### src/rtl/npu_pkg.sv
// ---------------------------------------------------------------------------
// npu_pkg
// Shared definitions for the NPU feature-map pipeline. The activation stage,
// the pooling stage and later stages all import this package, so the pixel
// width is defined in exactly one place.
//   DATA_W    : width of a post-ReLU activation pixel
//   pixel_t   : one pixel, treated as unsigned
//   pixel_max : unsigned maximum of two pixels (ties return that value)
// ---------------------------------------------------------------------------
package npu_pkg;

  localparam int DATA_W = 22;

  typedef logic [DATA_W-1:0] pixel_t;

  function automatic pixel_t pixel_max(input pixel_t a, input pixel_t b);
    pixel_t m;
    if (a >= b) begin
      m = a;
    end else begin
      m = b;
    end
    return m;
  endfunction

endpackage

### src/rtl/pool_line_buffer.sv
// ---------------------------------------------------------------------------
// pool_line_buffer
// Half-width line buffer holding the horizontal pair maxima of the upper row
// of each 2x2 window. Register array with a combinational read port.
//   clk      : clock
//   rst      : asynchronous active-high reset, clears the array
//   i_we     : write enable (asserted only on even rows)
//   i_waddr  : write index
//   i_wdata  : pair maximum to store
//   i_raddr  : read index
//   o_rdata  : stored pair maximum at i_raddr (combinational)
// ---------------------------------------------------------------------------
module pool_line_buffer
  import npu_pkg::*;
#(
  parameter int DEPTH  = 13,
  parameter int ADDR_W = 4
) (
  input  logic              clk,
  input  logic              rst,
  input  logic              i_we,
  input  logic [ADDR_W-1:0] i_waddr,
  input  pixel_t            i_wdata,
  input  logic [ADDR_W-1:0] i_raddr,
  output pixel_t            o_rdata
);

  pixel_t r_mem [DEPTH];

  // Storage array; clearing it on reset keeps the read data at zero after reset.
  always_ff @(posedge clk or posedge rst) begin
    if (rst) begin
      for (int i = 0; i < DEPTH; i++) begin
        r_mem[i] <= '0;
      end
    end else if (i_we) begin
      r_mem[i_waddr] <= i_wdata;
    end
  end

  assign o_rdata = r_mem[i_raddr];

endmodule

### src/rtl/max_pool_2x2.sv
// ---------------------------------------------------------------------------
// max_pool_2x2
// Streaming 2x2 / stride-2 max pooling of a raster-order pixel stream.
// The upper row of every window is reduced to pair maxima in a half-width
// line buffer; the lower row completes the window and produces one result.
//   clk          : clock
//   rst          : asynchronous active-high reset
//   pixel_valid  : pixel_in valid this cycle (no backpressure)
//   pixel_in     : post-ReLU pixel, unsigned
//   result_valid : one-cycle strobe, result_out holds a new window maximum
//   result_out   : maximum of the last completed window (held between results)
//   frame_done   : one-cycle pulse after the last pixel of a frame
// ---------------------------------------------------------------------------
module max_pool_2x2
  import npu_pkg::*;
#(
  parameter int IMG_WIDTH  = 26,
  parameter int IMG_HEIGHT = 26
) (
  input  logic   clk,
  input  logic   rst,
  input  logic   pixel_valid,
  input  pixel_t pixel_in,
  output logic   result_valid,
  output pixel_t result_out,
  output logic   frame_done
);

  localparam int COL_W  = (IMG_WIDTH  > 2) ? $clog2(IMG_WIDTH)  : 1;
  localparam int ROW_W  = (IMG_HEIGHT > 2) ? $clog2(IMG_HEIGHT) : 1;
  localparam int HALF_W = IMG_WIDTH / 2;
  localparam int K_W    = (HALF_W > 1) ? $clog2(HALF_W) : 1;

  logic [COL_W-1:0] r_col;
  logic [ROW_W-1:0] r_row;
  pixel_t           r_pair;
  logic             r_result_valid;
  pixel_t           r_result_out;
  logic             r_frame_done;

  logic [COL_W-1:0] w_col_nxt;
  logic [ROW_W-1:0] w_row_nxt;
  logic             w_last_col;
  logic             w_last_row;
  logic             w_pair_done;
  logic             w_lb_we;
  logic             w_win_done;
  logic [K_W-1:0]   w_k;
  pixel_t           w_pair_max;
  pixel_t           w_lb_rdata;

  assign w_last_col  = (r_col == COL_W'(IMG_WIDTH - 1));
  assign w_last_row  = (r_row == ROW_W'(IMG_HEIGHT - 1));
  // An odd column always closes a horizontal pair; with an odd width the
  // trailing even column never reaches this point and is simply dropped.
  assign w_pair_done = pixel_valid & r_col[0];
  assign w_lb_we     = w_pair_done & ~r_row[0];
  // With an odd height the last row is even, so it only writes the buffer.
  assign w_win_done  = w_pair_done & r_row[0];
  assign w_k         = K_W'(r_col >> 1);
  assign w_pair_max  = pixel_max(r_pair, pixel_in);

  pool_line_buffer #(
    .DEPTH  (HALF_W),
    .ADDR_W (K_W)
  ) u_line_buf (
    .clk     (clk),
    .rst     (rst),
    .i_we    (w_lb_we),
    .i_waddr (w_k),
    .i_wdata (w_pair_max),
    .i_raddr (w_k),
    .o_rdata (w_lb_rdata)
  );

  // Raster position: column/row advance on accepted pixels and wrap per frame.
  always_comb begin
    w_col_nxt = r_col;
    w_row_nxt = r_row;
    if (pixel_valid) begin
      if (w_last_col) begin
        w_col_nxt = '0;
        if (w_last_row) begin
          w_row_nxt = '0;
        end else begin
          w_row_nxt = r_row + ROW_W'(1);
        end
      end else begin
        w_col_nxt = r_col + COL_W'(1);
        w_row_nxt = r_row;
      end
    end else begin
      w_col_nxt = r_col;
      w_row_nxt = r_row;
    end
  end

  // Position counters and the left pixel of the current horizontal pair.
  always_ff @(posedge clk or posedge rst) begin
    if (rst) begin
      r_col  <= '0;
      r_row  <= '0;
      r_pair <= '0;
    end else begin
      r_col <= w_col_nxt;
      r_row <= w_row_nxt;
      if (pixel_valid && !r_col[0]) begin
        r_pair <= pixel_in;
      end
    end
  end

  // Output registers: strobes are single-cycle, result_out holds its value.
  always_ff @(posedge clk or posedge rst) begin
    if (rst) begin
      r_result_valid <= 1'b0;
      r_result_out   <= '0;
      r_frame_done   <= 1'b0;
    end else begin
      r_result_valid <= w_win_done;
      r_frame_done   <= pixel_valid & w_last_col & w_last_row;
      if (w_win_done) begin
        r_result_out <= pixel_max(w_lb_rdata, w_pair_max);
      end
    end
  end

  assign result_valid = r_result_valid;
  assign result_out   = r_result_out;
  assign frame_done   = r_frame_done;

endmodule

### config.mk
export PLATFORM = sky130hd
export DESIGN_NAME = max_pool_2x2
export DESIGN_NICKNAME = d
export VERILOG_FILES = /design/src/rtl/npu_pkg.sv /design/src/rtl/pool_line_buffer.sv /design/src/rtl/max_pool_2x2.sv
export SDC_FILE = /design/constraint.sdc
export NUM_CORES = 1
export LEC_CHECK = 0
export CORE_ASPECT_RATIO = 0.6
export CORE_UTILIZATION = 50
export DETAILED_ROUTE_END_ITERATION = 16
export PLACE_DENSITY_LB_ADDON = 0.08
export SLEW_MARGIN = 20
export SYNTH_ARGS = -nofsm -noshare
export SYNTH_HDL_FRONTEND = slang
export SYNTH_SLANG_ARGS = --single-unit
### constraint.sdc
create_clock -name clk -period 11.3 [get_ports clk]
set_input_delay 2.26 -clock clk [delete_from_list [all_inputs] [get_ports clk]]
set_output_delay 2.26 -clock clk [all_outputs]
set_load 0.1 [all_outputs]
Word level (Yosys, flattened, before mapping). Cells that the tools add are included.

Flip-flop bits (word level): 342. Bits of input ports: 25. Word-level logic and storage cells: 48.

Add/subtract/negate cells: 2. $lt $le $gt $ge: 4. Equal/unequal tests: 2. Muxes and demuxes: 10. Bitwise gates (word level): 7. Reduce and logical (&&, ||, !) cells: 4.

Operator list (number): 286-bit bitwise mux (1); 22-bit 2-to-1 mux (5); 22-bit binary-select mux with 4-bit select (1); 22-bit demux with 4-bit select (1); 22-bit greater-or-equal comparator (2); 5-bit by 1-bit adder with 5-bit output, second input constant (2); 5-bit equality test, second input constant (2); 5-bit 2-to-1 mux (2); 1-bit bitwise AND (5); 5-bit greater-or-equal comparator, second input constant (1); 5-bit by 1-bit < comparator with 1-bit output, second input constant (1); 4-bit inverter with 5-bit output (1); 1-bit logical AND (2); 2-bit AND reduction (1); 1-bit zero test (1); 1-bit inverter (1).

Depth between registers and ports, before layout.
Depth in word-level cells: 6. Mapped depth: 18. Gate-level depth less buffers: 15.

Cells and area by module. A second synthesis with hierarchy kept.

Cells, all modules: 1289. Area total of the unflattened synthesis: 17405.4 sq um.

Modules (own cells, without submodules): pool_line_buffer (instances 1, cells an instance 905, area an instance 13279.0 sq um, sequential area each 7156.9 sq um); max_pool_2x2 (instances 1, cells an instance 384, area an instance 4126.5 sq um, sequential area each 1401.3 sq um).

Worst setup path before layout. OpenSTA, ideal clock, no wires.

Kind: in2reg. Start point: input port pixel_in[19]. End point: register r_result_out[0], in the netlist result_out[0]. Setup time: 0.090 ns. Data arrival time: 5.818 ns. Required time: 11.210 ns. Path slack: 5.391 ns. Stages on the path: 18. Cell sequence: inv_1 > ha_1 > nand4_1 > nor4_2 > nand2_1 > o211ai_4 > buf_12 > mux2i_4 > buf_6 > inv_1 > ha_1 > nand2b_1 > a211oi_1 > o21ai_0 > a31o_2 > or3_1 > clkbuf_1 > o221ai_1.

Cells in the longest elaborated chain, start to end: 4.

RTL lines: from (decl) (line max_pool_2x2.sv:23) `input pixel_t pixel_in,`; 22-bit greater-or-equal comparator (*) (line npu_pkg.sv:18) `if (a >= b) begin`; 22-bit 2-to-1 mux (*) (line npu_pkg.sv:18); named net u_line_buf.i_wdata[0] (line pool_line_buffer.sv:23) `input pixel_t i_wdata,`; 22-bit greater-or-equal comparator (line npu_pkg.sv:18); 22-bit 2-to-1 mux (*) (line npu_pkg.sv:18); to (signal assigned) (line max_pool_2x2.sv:123) `r_result_out <= pixel_max(w_lb_rdata, w_pair_max);`; to (decl) (line max_pool_2x2.sv:38) `pixel_t r_result_out;`.

Mark *: on every way through the listed nets, which the timed path passes. The rest lies on a longest branch. A chain may end at the register's enable or synchronous reset.

Worst setup path in the final report.
Start point: input port pixel_in[21]. End point: register r_result_out[20], in the netlist result_out[20].

Cells in the longest elaborated chain, start to end: 4.

RTL lines (line): 22-bit greater-or-equal comparator (npu_pkg.sv:18); 22-bit 2-to-1 mux (npu_pkg.sv:18); named net u_line_buf.i_wdata[0] (pool_line_buffer.sv:23); 22-bit greater-or-equal comparator (npu_pkg.sv:18); 22-bit 2-to-1 mux (npu_pkg.sv:18).

The timed path passes the listed nets, and every way through them passes these cells.

==> reports/metrics.sh <==
OUTCOME='completed'
SETUP_VIOL_COUNT_FINAL=0
YOSYS_WARNINGS=0
WORST_SKEW_PAIR.LATE_LATENCY_NS=0.53
MIN-DELAY-PATH-CLASS='flip-flop to flip-flop'
POST_CTS_HOLD_BUFFER_COUNT=0
POWER_LEAKAGE_nW=7.86
CTS.REPAIR_TIMING.SETUP_BUFFER_COUNT=0
TIMING.HOLD.WORST_ENDPOINT='u_line_buf.r_mem[102]'
CTS.CLK_SLEW.WORST_PATHS_NS=0.06
WORST_SLEW_MARGIN_REL_PCT=28.3
SYNTH.TOP_CELLS.BY_COUNT='sky130_fd_sc_hd__dfrtp_1, sky130_fd_sc_hd__nand2_1, sky130_fd_sc_hd__a21oi_1, sky130_fd_sc_hd__o21ai_0, sky130_fd_sc_hd__o21ai_1'
DRC_VIOLATIONS_LEFT=0
LAYOUT-DRIVE-GT1-SHARE_PCT=12.1
DIE_Y_UM=142
CTSROOTBUFFERMASTER='sky130_fd_sc_hd__clkbuf_16'
TIMING.CRITICAL_PATH.FANOUT_MAX=22
SETUP_SLACK_NS=3.93
NNETSFINAL=1590
POSTSYNTH.TOPFLOPCELL='sky130_fd_sc_hd__dfrtp_1'
MAX-CAP-VIOLATIONS=0
SYNTH_ENABLE_FLOP_CELLS=0
CRITICAL-PATH-MAX-STAGE-DELAY_NS=0.83
GLOBAL_ROUTE.OVERFLOW_TOTAL=0
FIRST_GLOBAL_VIAS=11083
YS_SEQ_ELEMENTS=342
SYNTH_LARGEST_TYPE_AREA_FRACTION_PCT=52.8
NUM_IO_PINS=49
ANTENNA_VIOLATING_NETS_POST_ROUTE=0
PLACED_CELLS=1895
MAPPED_CELLS=1528
GLOBALPLACE.CONGESTION=0.806
DETAIL_ROUTE.WIRELENGTH_MM=41.8
PWR_DENSITY_CELL_nW_PER_UM2=302
COUNT_LEADER_SYNTH='sky130_fd_sc_hd__dfrtp_1'
FIRSTDRTPASSITERS=8
SYNTHTOPCELLSBYAREA='sky130_fd_sc_hd__dfrtp_1, sky130_fd_sc_hd__mux4_2, sky130_fd_sc_hd__nand2_1'
FINAL_DESIGN_AREA_NO_FILL_UM2=18000
FP.COREAREA_UM2=31500
CTS-RESIZED-GATES=0
SYNTHESIS.NETS=1601
CRITICAL_PATH.ENDPOINT_TYPE='flip-flop'
DIE_WIDTH_UM=235
INITIAL_UTILIZATION_PCT=51.4
DIODES=0
CTS_TREE='done'
NUMBER_OF_I_O_PORT_BUFFERS=48
DP_SLACK_NS=3.51
FINAL_UTIL_PCT=57.1
PLACE_AREA_UM2=16800
MIN_PATH_CELLS=2
CRITICAL_PATH_CLASS='input pin to flip-flop'
WL_PER_CELL_UM=21.4
CP-START-KIND='input pin'
PERIOD_SHARE_PCT=65.2
NON_FILLER_CELLS_IN_THE_FINISHED_LAYOUT=1957
CELL_AREA_AFTER_SYNTHESIS_UM2=16200
CLOCK_SINK_COUNT=342
CRITICAL-PATH-SLOWEST-CELL='sky130_fd_sc_hd__nor2_2'
HPWL_MM=25.1
DETAILROUTE.VIA_COUNT=11419
AREAGROWTHSYNTHTOFINISH_PCT=10.9
MAX-CLOCK-PATH-BUFFERS=3
R2R-END='result_out[20]'
VIA_PER_INST=5.83
WORST_EP_REQUIRED_TIME_NS=11.64
GRT_ANTENNA_BEFORE_REPAIR=0
YS_SEQ_AREA_SHARE_PCT=52.8
RSZ0062_AT_GRT='no'
FILLERS=2702
HOLD_VIOLATIONS=0
SYN-MEAN-INSTANCE-AREA_UM2=10.6
POST_SYNTHESIS_CELL_TYPE_WITH_THE_LARGEST_COMBINED_AREA='sky130_fd_sc_hd__dfrtp_1'
H_TREE_DEPTH=2
CRIT_PATH_CELL_TRACE='clkdlybuf4s50_1 > inv_1 > ha_1 > nand4_1 > nor4_2 > nand2_1 > o211ai_4 > buf_4 > mux2i_4 > inv_1 > ha_1 > nand2b_1 > a211oi_1 > o21ai_0 > a31o_2 > nor2_2 > o221ai_1'
CLOCK_PERIOD_MINUS_WORST_SLACK_NS=7.37
FIRST_PASS_GRT_WIRE_LENGTH_MM=66.5
VDD_DROP_MAX_V=0.000237
NUMCTSBUFFERS=34
WORST_CLOCK_SKEW_NS=0.0211
DESIGN.DIE.AREA_UM2=33200
R2R_SLACK_NS=5.82
TIMING.FINAL.MAX_SLEW_VIOLATIONS=0
ASYNCSETRESETFLOPFRACSYNTH_PCT=100
CRITICAL_PATH_ARRIVAL_NS=7.71
CLOCK.FMAX_MHz=136
SETUP_TNS_NS=0
R2R_CELLS=15
WORST_SLEW_PIN_SLEW_NS=1.07
GR-USAGE-ALL-LAYERS_PCT=26.5
RR_STARTPOINT='r_pair[21]'
HOLDCRITSTARTPOINT='u_line_buf.r_mem[102]'
SYNTH.DISTINCT_CELLS=48
MAXIMUM_NUMBER_OF_PINS_ON_ONE_NET_BEFORE_GLOBAL_ROUTE_REPAIR=173
ROWS=50
FIRST_ITER_VIOLATIONS=993
-- area by class of cell --
cell class | instances | area (um^2) | share of cell area [%]
Tap cell | 416 | 520 | 2.89
Sequential cell | 342 | 8570 | 47.6
Inverter | 30 | 116 | 0.647
Timing Repair Buffer | 75 | 721 | 4.01
Clock inverter | 8 | 93.8 | 0.522
Multi-Input combinational cell | 1034 | 6930 | 38.5
Clock buffer | 52 | 1040 | 5.78
-- worst max-delay path: cells and delay by family --
family | cells | cell delay (ns)
compound gates | 5 | 1.21
fa+ha+maj | 2 | 0.62
buf+inv | 4 | 1.31
mux | 1 | 0.61
simple gates | 5 | 1.64
-- worst max path at each step --
stage,startpoint,slack [ns],endpoint
final,pixel_in[21],3.93,result_out[20]
after global routing,pixel_in[2],3.57,result_out[21]
after CTS,pixel_in[21],4.04,result_out[20]
after detailed placement,pixel_in[21],3.51,result_out[20]
after global placement,pixel_in[21],3.62,result_out[21]
after floorplan,rst,4.47,frame_done
-- sequential cells by signal (all words and copies together) (netlist names) --
| name | cells |
|---|---|
| r_pair | 22 |
| r_col | 5 |
| result_valid | 1 |
| r_row | 5 |
| result_out | 22 |
| u_line_buf.r_mem | 286 |
| frame_done | 1 |
-- power by group --
group          leakage [nW]  switching [mW]  internal (mW)
Combinational          2.90            1.34          0.885
Sequential             4.40           0.352           1.71
Clock                 0.564           0.481          0.681
-- kinds of logic (layout without fill, tap and decap cells) --
family	count (synthesis)	after routing	share of synthesized area, %
muxes	89	89	12.1
DFF	342	342	52.8
buffers and inverters	152	165	4.92
adders and majority gates	48	48	3.70
AOI/OAI and AO/OA	447	447	15.0
and+or+nand+nor	450	450	11.5
-- metrics by stage --
step / total power, mW / hold slack [ns]
finish: 5.44 / 0.475
global route: 5.80 / 0.500
CTS: 5.45 / 0.480
detailed placement: 4.26 / 0.466
global placement: 4.21 / 0.457
floorplan: 3.72 / 0.445
-- metal layers --
layer	track usage (%)	vias to the layer above	part of all wire, %
met5	0	-	0
met4	5.53	0	1.6
met3	4.86	57	6.7
met2	37.1	333	42
met1	42.4	5657	49
li1	-	5372	-
-- placed cells by master, fill, tap and decap left out, drive strengths merged, types with 3 or more instances in the layout --
master / Yosys / layout
clkbuf: 77 / 52
nand4: 5 / 5
nor3: 10 / 10
o22ai: 23 / 23
o21ai: 234 / 234
ha: 48 / 48
a21o: 7 / 7
nand3: 10 / 10
a21oi: 145 / 145
and3: 3 / 3
nor2: 97 / 97
mux2i: 22 / 22
clkinv: 1 / 6
buf: 45 / 27
nand2b: 5 / 5
o221ai: 22 / 22
nor2b: 23 / 23
clkdlybuf4s50: 0 / 48
dfrtp: 342 / 342
mux4: 66 / 66
nand2: 287 / 287
a31o: 3 / 3
inv: 29 / 29
(Power assumes the default switching activity.)
